===== config.mk =====
export PLATFORM = sky130hd
export DESIGN_NAME = voice_mixer
export DESIGN_NICKNAME = d
export VERILOG_FILES = /design/src/rtl/voice_mixer.sv
export SDC_FILE = /design/constraint.sdc
export NUM_CORES = 2
export LEC_CHECK = 0
export BUFFER_PORTS_ARGS = -buffer_cell sky130_fd_sc_hd__buf_2
export CORE_ASPECT_RATIO = 1.4
export CORE_MARGIN = 2
export CORE_UTILIZATION = 35
export CTS_CLUSTER_SIZE = 12
export DETAILED_ROUTE_END_ITERATION = 10
export PLACE_DENSITY_LB_ADDON = 0.1
export SLEW_MARGIN = 20
export SYNTH_ARGS = -nofsm -noshare
export SYNTH_HDL_FRONTEND = slang
export SYNTH_SLANG_ARGS = --single-unit

===== constraint.sdc =====
create_clock -name clk -period 8.4 [get_ports clk]
set_input_delay 0.42 -clock clk [delete_from_list [all_inputs] [get_ports clk]]
set_output_delay 0.42 -clock clk [all_outputs]
set_load 0.005 [all_outputs]

===== src/rtl/voice_mixer.sv =====
// Sequential voice mixer: capture on tick, sum one voice per clk, gain, saturate, handshake out.
// Optional VOICE_MIXER_AUTO_ATTEN_EN adds a fixed 1/N_VOICES headroom shift in SCALE.
module voice_mixer #(
    parameter int N_VOICES   = 8,
    parameter int IN_WIDTH   = 32,
    parameter int FRAC_BITS  = 8,
    parameter int OUT_WIDTH  = 24,
    parameter int GAIN_WIDTH = 16
) (
    input  logic                                clk,
    input  logic                                reset,
    input  logic                                sample_tick,
    input  logic [N_VOICES-1:0][IN_WIDTH-1:0]   voices,
    input  logic [N_VOICES-1:0]                 voice_active,
    input  logic [GAIN_WIDTH-1:0]               master_gain,
    output logic [OUT_WIDTH-1:0]                out_sample,
    output logic                                out_valid,
    input  logic                                out_ready,
    output logic                                out_clipped,
    output logic [7:0]                          overrun_count
);

    localparam int IDX_W  = $clog2(N_VOICES);
    localparam int ACC_W  = IN_WIDTH + IDX_W;
    localparam int PROD_W = ACC_W + GAIN_WIDTH + 1;
`ifdef VOICE_MIXER_AUTO_ATTEN_EN
    localparam int SHIFT  = 15 + FRAC_BITS + IDX_W;
`else
    localparam int SHIFT  = 15 + FRAC_BITS;
`endif

    localparam logic [1:0] S_IDLE   = 2'd0;
    localparam logic [1:0] S_ACCUM  = 2'd1;
    localparam logic [1:0] S_SCALE  = 2'd2;
    localparam logic [1:0] S_OUTPUT = 2'd3;

    localparam logic [IDX_W-1:0] LAST_IDX = IDX_W'(N_VOICES - 1);

    logic [1:0]                         r_state;
    logic [N_VOICES-1:0][IN_WIDTH-1:0]  r_voices;
    logic [N_VOICES-1:0]                r_active;
    logic [GAIN_WIDTH-1:0]              r_gain;
    logic signed [ACC_W-1:0]            r_acc;
    logic [IDX_W-1:0]                   r_idx;
    logic [OUT_WIDTH-1:0]               r_out;
    logic                               r_valid;
    logic                               r_clip;
    logic [7:0]                         r_overrun;

    logic                               w_hs;
    logic                               w_accept;
    logic [IN_WIDTH-1:0]                w_voice;
    logic signed [ACC_W-1:0]            w_term;
    logic signed [PROD_W-1:0]           w_prod;
    logic signed [PROD_W-1:0]           w_shift;
    logic signed [PROD_W-1:0]           w_max;
    logic signed [PROD_W-1:0]           w_min;
    logic [OUT_WIDTH-1:0]               w_sat;
    logic                               w_sat_clip;

    assign w_hs     = (r_state == S_OUTPUT) && r_valid && out_ready;
    assign w_accept = sample_tick && ((r_state == S_IDLE) || w_hs);

    assign w_voice = r_voices[r_idx];
    assign w_term  = r_active[r_idx]
                   ? {{IDX_W{w_voice[IN_WIDTH-1]}}, w_voice}
                   : '0;

    // Gain is unsigned, so it gets a zero sign bit before the signed multiply.
    assign w_prod  = r_acc * $signed({1'b0, r_gain});
    assign w_shift = w_prod >>> SHIFT;
    assign w_max   = {{(PROD_W-OUT_WIDTH+1){1'b0}}, {(OUT_WIDTH-1){1'b1}}};
    assign w_min   = {{(PROD_W-OUT_WIDTH+1){1'b1}}, {(OUT_WIDTH-1){1'b0}}};

    always_comb begin
        w_sat      = w_shift[OUT_WIDTH-1:0];
        w_sat_clip = 1'b0;
        if (w_shift > w_max) begin
            w_sat      = w_max[OUT_WIDTH-1:0];
            w_sat_clip = 1'b1;
        end else if (w_shift < w_min) begin
            w_sat      = w_min[OUT_WIDTH-1:0];
            w_sat_clip = 1'b1;
        end
    end

    always_ff @(posedge clk) begin
        if (reset) begin
            r_state   <= S_IDLE;
            r_voices  <= '0;
            r_active  <= '0;
            r_gain    <= '0;
            r_acc     <= '0;
            r_idx     <= '0;
            r_out     <= '0;
            r_valid   <= 1'b0;
            r_clip    <= 1'b0;
            r_overrun <= '0;
        end else begin
            if (sample_tick && !w_accept && (r_overrun != 8'hFF))
                r_overrun <= r_overrun + 8'd1;

            if (w_accept) begin
                r_voices <= voices;
                r_active <= voice_active;
                r_gain   <= master_gain;
            end

            unique case (r_state)
                S_IDLE: begin
                    if (sample_tick) begin
                        r_acc   <= '0;
                        r_idx   <= '0;
                        r_state <= S_ACCUM;
                    end
                end
                S_ACCUM: begin
                    r_acc <= r_acc + w_term;
                    r_idx <= r_idx + 1'b1;
                    if (r_idx == LAST_IDX)
                        r_state <= S_SCALE;
                end
                S_SCALE: begin
                    r_out   <= w_sat;
                    r_clip  <= w_sat_clip;
                    r_valid <= 1'b1;
                    r_state <= S_OUTPUT;
                end
                S_OUTPUT: begin
                    if (w_hs) begin
                        r_valid <= 1'b0;
                        if (sample_tick) begin
                            r_acc   <= '0;
                            r_idx   <= '0;
                            r_state <= S_ACCUM;
                        end else begin
                            r_state <= S_IDLE;
                        end
                    end
                end
                default: r_state <= S_IDLE;
            endcase
        end
    end

    assign out_sample    = r_out;
    assign out_valid     = r_valid;
    assign out_clipped   = r_clip;
    assign overrun_count = r_overrun;

endmodule


## Yosys cells after proc, flatten, opt, wreduce, memory -nomap -nowiden

Index checks and enable logic that the tools add are counted.

- Output and inout port bits: 34
- Bits of input ports: 284
- Flip-flop bits (word level): 354

- Equality and inequality tests: 8
- Muxes and demuxes: 22
- Add/sub/neg operators: 3
- Reduce and logical (&&, ||, !) cells: 13
- Multiply operators: 1
- $lt $le $gt $ge: 3

Operator list:

| operator | number |
|---|---|
| $mux W35 | 3 |
| $pmux W35 S3 | 1 |
| $bmux W32 S3 | 1 |
| $mul A35 B17 Y52 | 1 |
| $mux W24 | 2 |
| $add A35 B35 Y35 | 1 |
| $mux W32 | 1 |
| $gt A29 B24 Y1 const B | 1 |
| $lt A29 B24 Y1 const B | 1 |
| $pmux W3 S3 | 1 |
| $add A8 B1 Y8 const B | 1 |
| $ne A8 B8 Y1 const B | 1 |
| $pmux W2 S4 | 1 |
| $mux W2 | 3 |
| $mux W3 | 2 |
| $ne A2 B2 Y1 const B | 3 |
| $logic_and A1 B1 Y1 | 5 |
| $mux W1 | 5 |
| $eq A2 B2 Y1 const B | 2 |
| $lt A3 B4 Y1 const B | 1 |
| $reduce_and A2 Y1 | 2 |
| $add A3 B1 Y3 const B | 1 |
| $bmux W1 S3 | 1 |
| $eq A3 B3 Y1 const B | 1 |
| 8 further kinds | 8 |

## Depth between registers and ports, before layout

- Depth in word-level cells: 8
- Depth in mapped cells: 28

## Worst setup path after synthesis

OpenSTA, ideal clock, no wires.

- Path kind: reg2reg
- Start point: register r_acc[34]
- End point: register r_out[15] (netlist: out_sample[15])
- Library setup time: 0.116 ns
- Stages on the path, launching flop included: 26
- Data arrival time: 6.654 ns
- Slack: 1.631 ns
- Buffers on the path: 3
- Cells stage by stage: dfxtp_1 -> clkbuf_1 -> clkbuf_1 -> nand2_1 -> fa_1 -> inv_1 -> fa_1 -> fa_1 -> fa_1 -> fa_1 -> inv_1 -> fa_1 -> inv_1 -> ha_1 -> clkbuf_1 -> a21o_1 -> a21o_1 -> a21o_1 -> a211oi_1 -> nor2_1 -> o31ai_1 -> and4_1 -> o211ai_2 -> o311ai_4 -> o21ai_1 -> a31o_1

- Word-level cells in the longest chain between the ends: 4
- Elaborated cells on any way between the ends: 5
- Classes of those cells: mul (1); order compare (2); mux (2)

Ends and longest elaborated chain:

| what | line | source |
|---|---|---|
| start: declaration | 43 | `logic signed [ACC_W-1:0] r_acc;` |
| start signal: assignment | 118 | `r_acc <= r_acc + w_term;` |
| $mul A35 B17 Y52 * | 70 | `assign w_prod = r_acc * $signed({1'b0, r_gain});` |
| $lt A29 B24 Y1 | 81 | `end else if (w_shift < w_min) begin` |
| $mux W24 | 81 |  |
| $mux W24 * | 78 | `if (w_shift > w_max) begin` |
| end signal: assignment | 124 | `r_out <= w_sat;` |
| end: declaration | 45 | `logic [OUT_WIDTH-1:0] r_out;` |

Every way passes the cells marked *; elsewhere a longest branch is shown, timed or not.
A chain may end at the register's enable or synchronous reset.

## Worst setup path after layout

- Start point: register r_gain[11]
- End point: register r_out[10] (netlist: out_sample[10])

- Word-level cells in the longest chain between the ends: 4
- Elaborated cells on any way between the ends: 5
- Classes of those cells: mul (1); order compare (2); mux (2)

Ends and longest elaborated chain:

| what | line | source |
|---|---|---|
| start: declaration | 42 | `logic [GAIN_WIDTH-1:0] r_gain;` |
| start signal: assignment | 106 | `r_gain <= master_gain;` |
| $mul A35 B17 Y52 * | 70 |  |
| $lt A29 B24 Y1 | 81 |  |
| $mux W24 | 81 |  |
| $mux W24 * | 78 |  |

Marks and branches as above.

==> results.md <==
- CTS buffer count: 39
- Post-DRT Antenna Nets: 0
- Hpwl dp: ~90,000 um
- Vias/cell: between 4 and 5
- GR peak layer: met2
- Crit-path cells: buf_12 -> nand2_1 -> fa_1 -> inv_1 -> fa_1 -> fa_1 -> fa_1 -> fa_1 -> inv_1 -> fa_1 -> inv_1 -> ha_1 -> a21o_1 -> a211o_1 -> a311oi_1 -> or3_1 -> a311oi_2 -> nand4_1 -> nand3_2 -> xor2_4 -> o311ai_4 -> buf_4 -> o311ai_1
- Clk network pwr share: a little under a third
- Final setup violation count: 0
- Grt met3 use: under 10%
- WL/cell: between 20 and 25 um
- Placer Congestion: between 0.8 and 0.9
- CP endpoint kind: flop
- Setup CP Type: flop to flop
- Pin slew with the least headroom to its limit: around 1.1 ns
- Die boundary height: 380 um
- Most common cell on crit path: fa_1
- Violation count after the first detailed-route iteration: 1,356
- Total number of vias: 28.3k
- Total global-route track usage: roughly 23%
- Chip width: about 270 um
- Hold Path Class: input pin to flop
- CTS Sinks: between 300 and 400
- Psw: roughly 2200 uW
- Max Freq: 126 MHz
- Port Buffers: approximately 320
- FFs w/ async S/R, synth: 0%
- Element type at the critical path start: flop
- R2R depth: 23
- Unique cell type count in the Yosys netlist: 83
- # hold bufs at CTS: 0
- CP Buf/Inv Count: 5
- Final Max Tran Viols: 0
- PwrDens: approximately 150 nW/um2
- Initial Util: about 35%
- Clock tree from TritonCTS: yes
- Initial antenna violation count: 30
- Yosys reg bits: 354
- Post-CTS Resized: 0
- Root buffer cell: clkbuf_16
- Worst-path fanout max: 17
- Met2 usage: between 40% and 50%
- Vias in the first global route: 31.1k
- Switching part of the total power: about two fifths
- Worst path required time: 8.82 ns
- Worst Path Arrival: around 8.4 ns
- Power share of the sequential group: between 30% and 40%
- Mean post-synth cell area: about 8.6 um2
- Min Tclk post-route: 7.93 ns
- FF-to-FF Start: r_gain[11]
- Max incr delay on CP: ~1.1 ns
- Critical path's top delay family: adder cells
- Die footprint: between 100,000 and 150,000 um2
- Max IR drop VDD: approximately 0.21 mV
- Syn Inst Count: just over 4k
- H-tree levels: 2
- Netlist Area Pre-Place: roughly 35,000 um2
- Max clock buf depth: 3
- Sequential-to-total area share from yosys stat: 20.1%
- Logic pwr share: about a third
- I/O Pins: between 300 and 400
- First-pass GRT wire length: ~180,000 um
- Main synth FF type: dfxtp_1
- Setup TNS: 0 ns
- TritonRoute pass-1 iters: 5
- Capture point of the critical path: out_sample[10]
- Period utilization: between 90% and 100%
- R2R Setup Slk: between 0.4 and 0.5 ns
- Setup WS post-layout: 0.465 ns
- GR Layer Usage met1: between 20 and 25%
- Post-synth EDFFs: 0
- Core Footprint: ~100,000 um2
- Crit-path slowest cell: dfxtp_1
- Max cap viols: 0
- WP depth: 23
- Outcome: finished clean
- Worst slack, placed: between 0.5 and 0.6 ns
- Int Power: between 3000 and 4000 uW
- Largest net degree at the start of global routing: 197
- Final nets: around 5.3k
- RSZ-0062 raised after global routing: no
- Drt drc: 0
- Post-CTS setup buffers: 0
- Synth-to-Final Area Change: 12.7%
- Reg clk slew, reported paths: ~0.07 ns
- Total gr overflow: 0
- Share of cells above drive strength 1: 13.1%
- WHS: 0.0518 ns
- Reg-to-Reg End: out_sample[10]
- Leak Pwr: 0.0186 uW
- Slew margin rel.: around a quarter
- Final WL: between 100,000 and 150,000 um
- Skew final: between 0.04 and 0.05 ns
- # rows: between 100 and 150
- Syn nets: around 5.1k
- Final Hold Fails: 0
- Yosys warns: 0
- Clock Latency Late Sink: 0.60 ns
- Critical path startpoint: r_gain[11]
## registers in the layout (all words and copies together) (netlist names)
name	flops
overrun_count	8
r_acc	35
r_state	2
r_gain	16
r_active	8
out_valid	1
out_clipped	1
out_sample	24
r_idx	3
r_voices	256
## cell usage after synthesis (8+ instances only)
cell type	instances	share of area, %
xor2_1	21	0.52
a211oi_1	9	0.19
nand2b_1	17	0.30
and2_1	204	3.6
nand4_1	18	0.32
a22oi_1	26	0.55
a31oi_1	10	0.18
nand3_1	38	0.54
a21oi_1	366	5.2
inv_1	657	7.0
buf_1	11	0.12
xnor2_1	41	1.0
clkbuf_1	222	2.4
nand2_1	966	10
mux2i_1	36	1.0
o21ai_0	34	0.48
ha_1	162	5.7
mux4_2	66	4.2
o311ai_1	15	0.37
or3_1	8	0.14
nor3_1	13	0.18
nor2b_1	19	0.34
o21ai_1	16	0.23
fa_1	530	30
dfxtp_1	354	20
a21o_1	37	0.79
buf_2	8	0.11
nor2_1	116	1.2
and3_1	9	0.16
## cells in the final DEF (no fill, tap or decap), types with 6 or more instances in the layout
cell,synthesis,layout
o311ai_1,15,15
or3_1,8,8
buf_4,1,84
a211oi_1,9,9
mux4_2,66,66
o21ai_1,16,15
xor2_1,21,21
inv_1,657,657
nor3_1,13,13
and2_1,204,204
nand2b_1,17,16
a31oi_1,10,10
clkbuf_16,0,39
clkbuf_8,0,7
nor2b_1,19,19
diode_2,0,15
nor2_1,116,115
dfxtp_1,354,350
buf_12,0,12
o211ai_1,7,7
and3_1,9,9
o21a_1,6,6
xnor2_1,41,41
a21oi_1,366,366
mux2i_1,36,35
clkbuf_1,222,7
ha_1,162,162
fa_1,530,530
buf_2,8,316
a22oi_1,26,26
a21o_1,37,37
nand4_1,18,18
nand2_1,966,966
o21ai_0,34,34
nand3_1,38,38
## how the worst min path moves through the flow
stage / from / to / slack (ns) / depth (start not counted)
3_3_place_gp: r_active[2] / r_active[2] / 0.44 / 2
4_1_cts: voices[53] / r_voices[53] / 0.02 / 3
6_report: voices[53] / r_voices[53] / 0.05 / 3
5_1_grt: voices[217] / r_voices[217] / 0.05 / 3
2_1_floorplan: r_active[2] / r_active[2] / 0.43 / 2
3_5_place_dp: r_voices[208] / r_voices[208] / 0.44 / 2
## routing by layer
layer / vias to the layer above / wire length (um) / part of all wire [%]
li1: 13300 / - / -
met1: 14200 / 42900 / 37
met5: - / 169 / 0.14
met4: 26 / 5300 / 4.5
met2: 576 / 64300 / 55
met3: 219 / 4430 / 3.8
## cell type report
type / count / area (um2)
antenna: 15 / 37.5
clock buffer: 53 / 1100
clock inverter: 10 / 164
fill: 10400 / 60000
inverter: 657 / 2470
multi-input combinational: 2867 / 24800
sequential: 354 / 7100
tap: 1320 / 1650
timing repair buffer: 413 / 2470
## kinds of logic (layout without fill, tap and decap cells)
group	Yosys count	count (layout)	share of synthesized area, %
multiplexers	103	103	5.27
AND/OR/NAND/NOR	1425	1425	17.6
buffers and inverters	903	1133	9.71
XOR/XNOR	64	64	1.66
other	0	15	0
flip-flops	354	354	20.1
AO/OA/AOI/OAI	583	583	9.94
adder cells (fa/ha/maj)	692	692	35.8
## worst reg2reg max path: stages, from the launching register on
cell      delay, ns
dfxtp_1        1.06
buf_12         0.26
nand2_1        0.10
fa_1           0.58
inv_1          0.06
fa_1           0.54
fa_1           0.43
fa_1           0.46
fa_1           0.49
inv_1          0.05
fa_1           0.66
inv_1          0.08
ha_1           0.44
a21o_1         0.20
a211o_1        0.14
a311oi_1       0.05
or3_1          0.40
a311oi_2       0.33
nand4_1        0.18
nand3_2        0.15
xor2_4         0.10
o311ai_4       0.62
buf_4          0.29
o311ai_1       0.12
## per-stage QoR
step | utilization, % | power (uW) | cell area (um2) | std cells
global placement | 38.6 | 4140 | 38500 | 5611
CTS | 39.9 | 5920 | 39800 | 5674
detailed placement | 38.6 | 4150 | 38500 | 5611
global route | 39.9 | 6180 | 39800 | 5680
finish | 39.9 | 5820 | 39800 | 5689
floorplan | - | 3410 | 35300 | 4124
## power groups by stage
stage | logic, uW | registers (uW) | clock network, uW
floorplan | 1320 | 2090 | 0
global placement | 1950 | 2190 | 0
detailed placement | 1960 | 2200 | 0
CTS | 1960 | 2160 | 1800
global route | 2130 | 2190 | 1860
finish | 1920 | 2160 | 1740
Power figures use the tool's default switching activity.
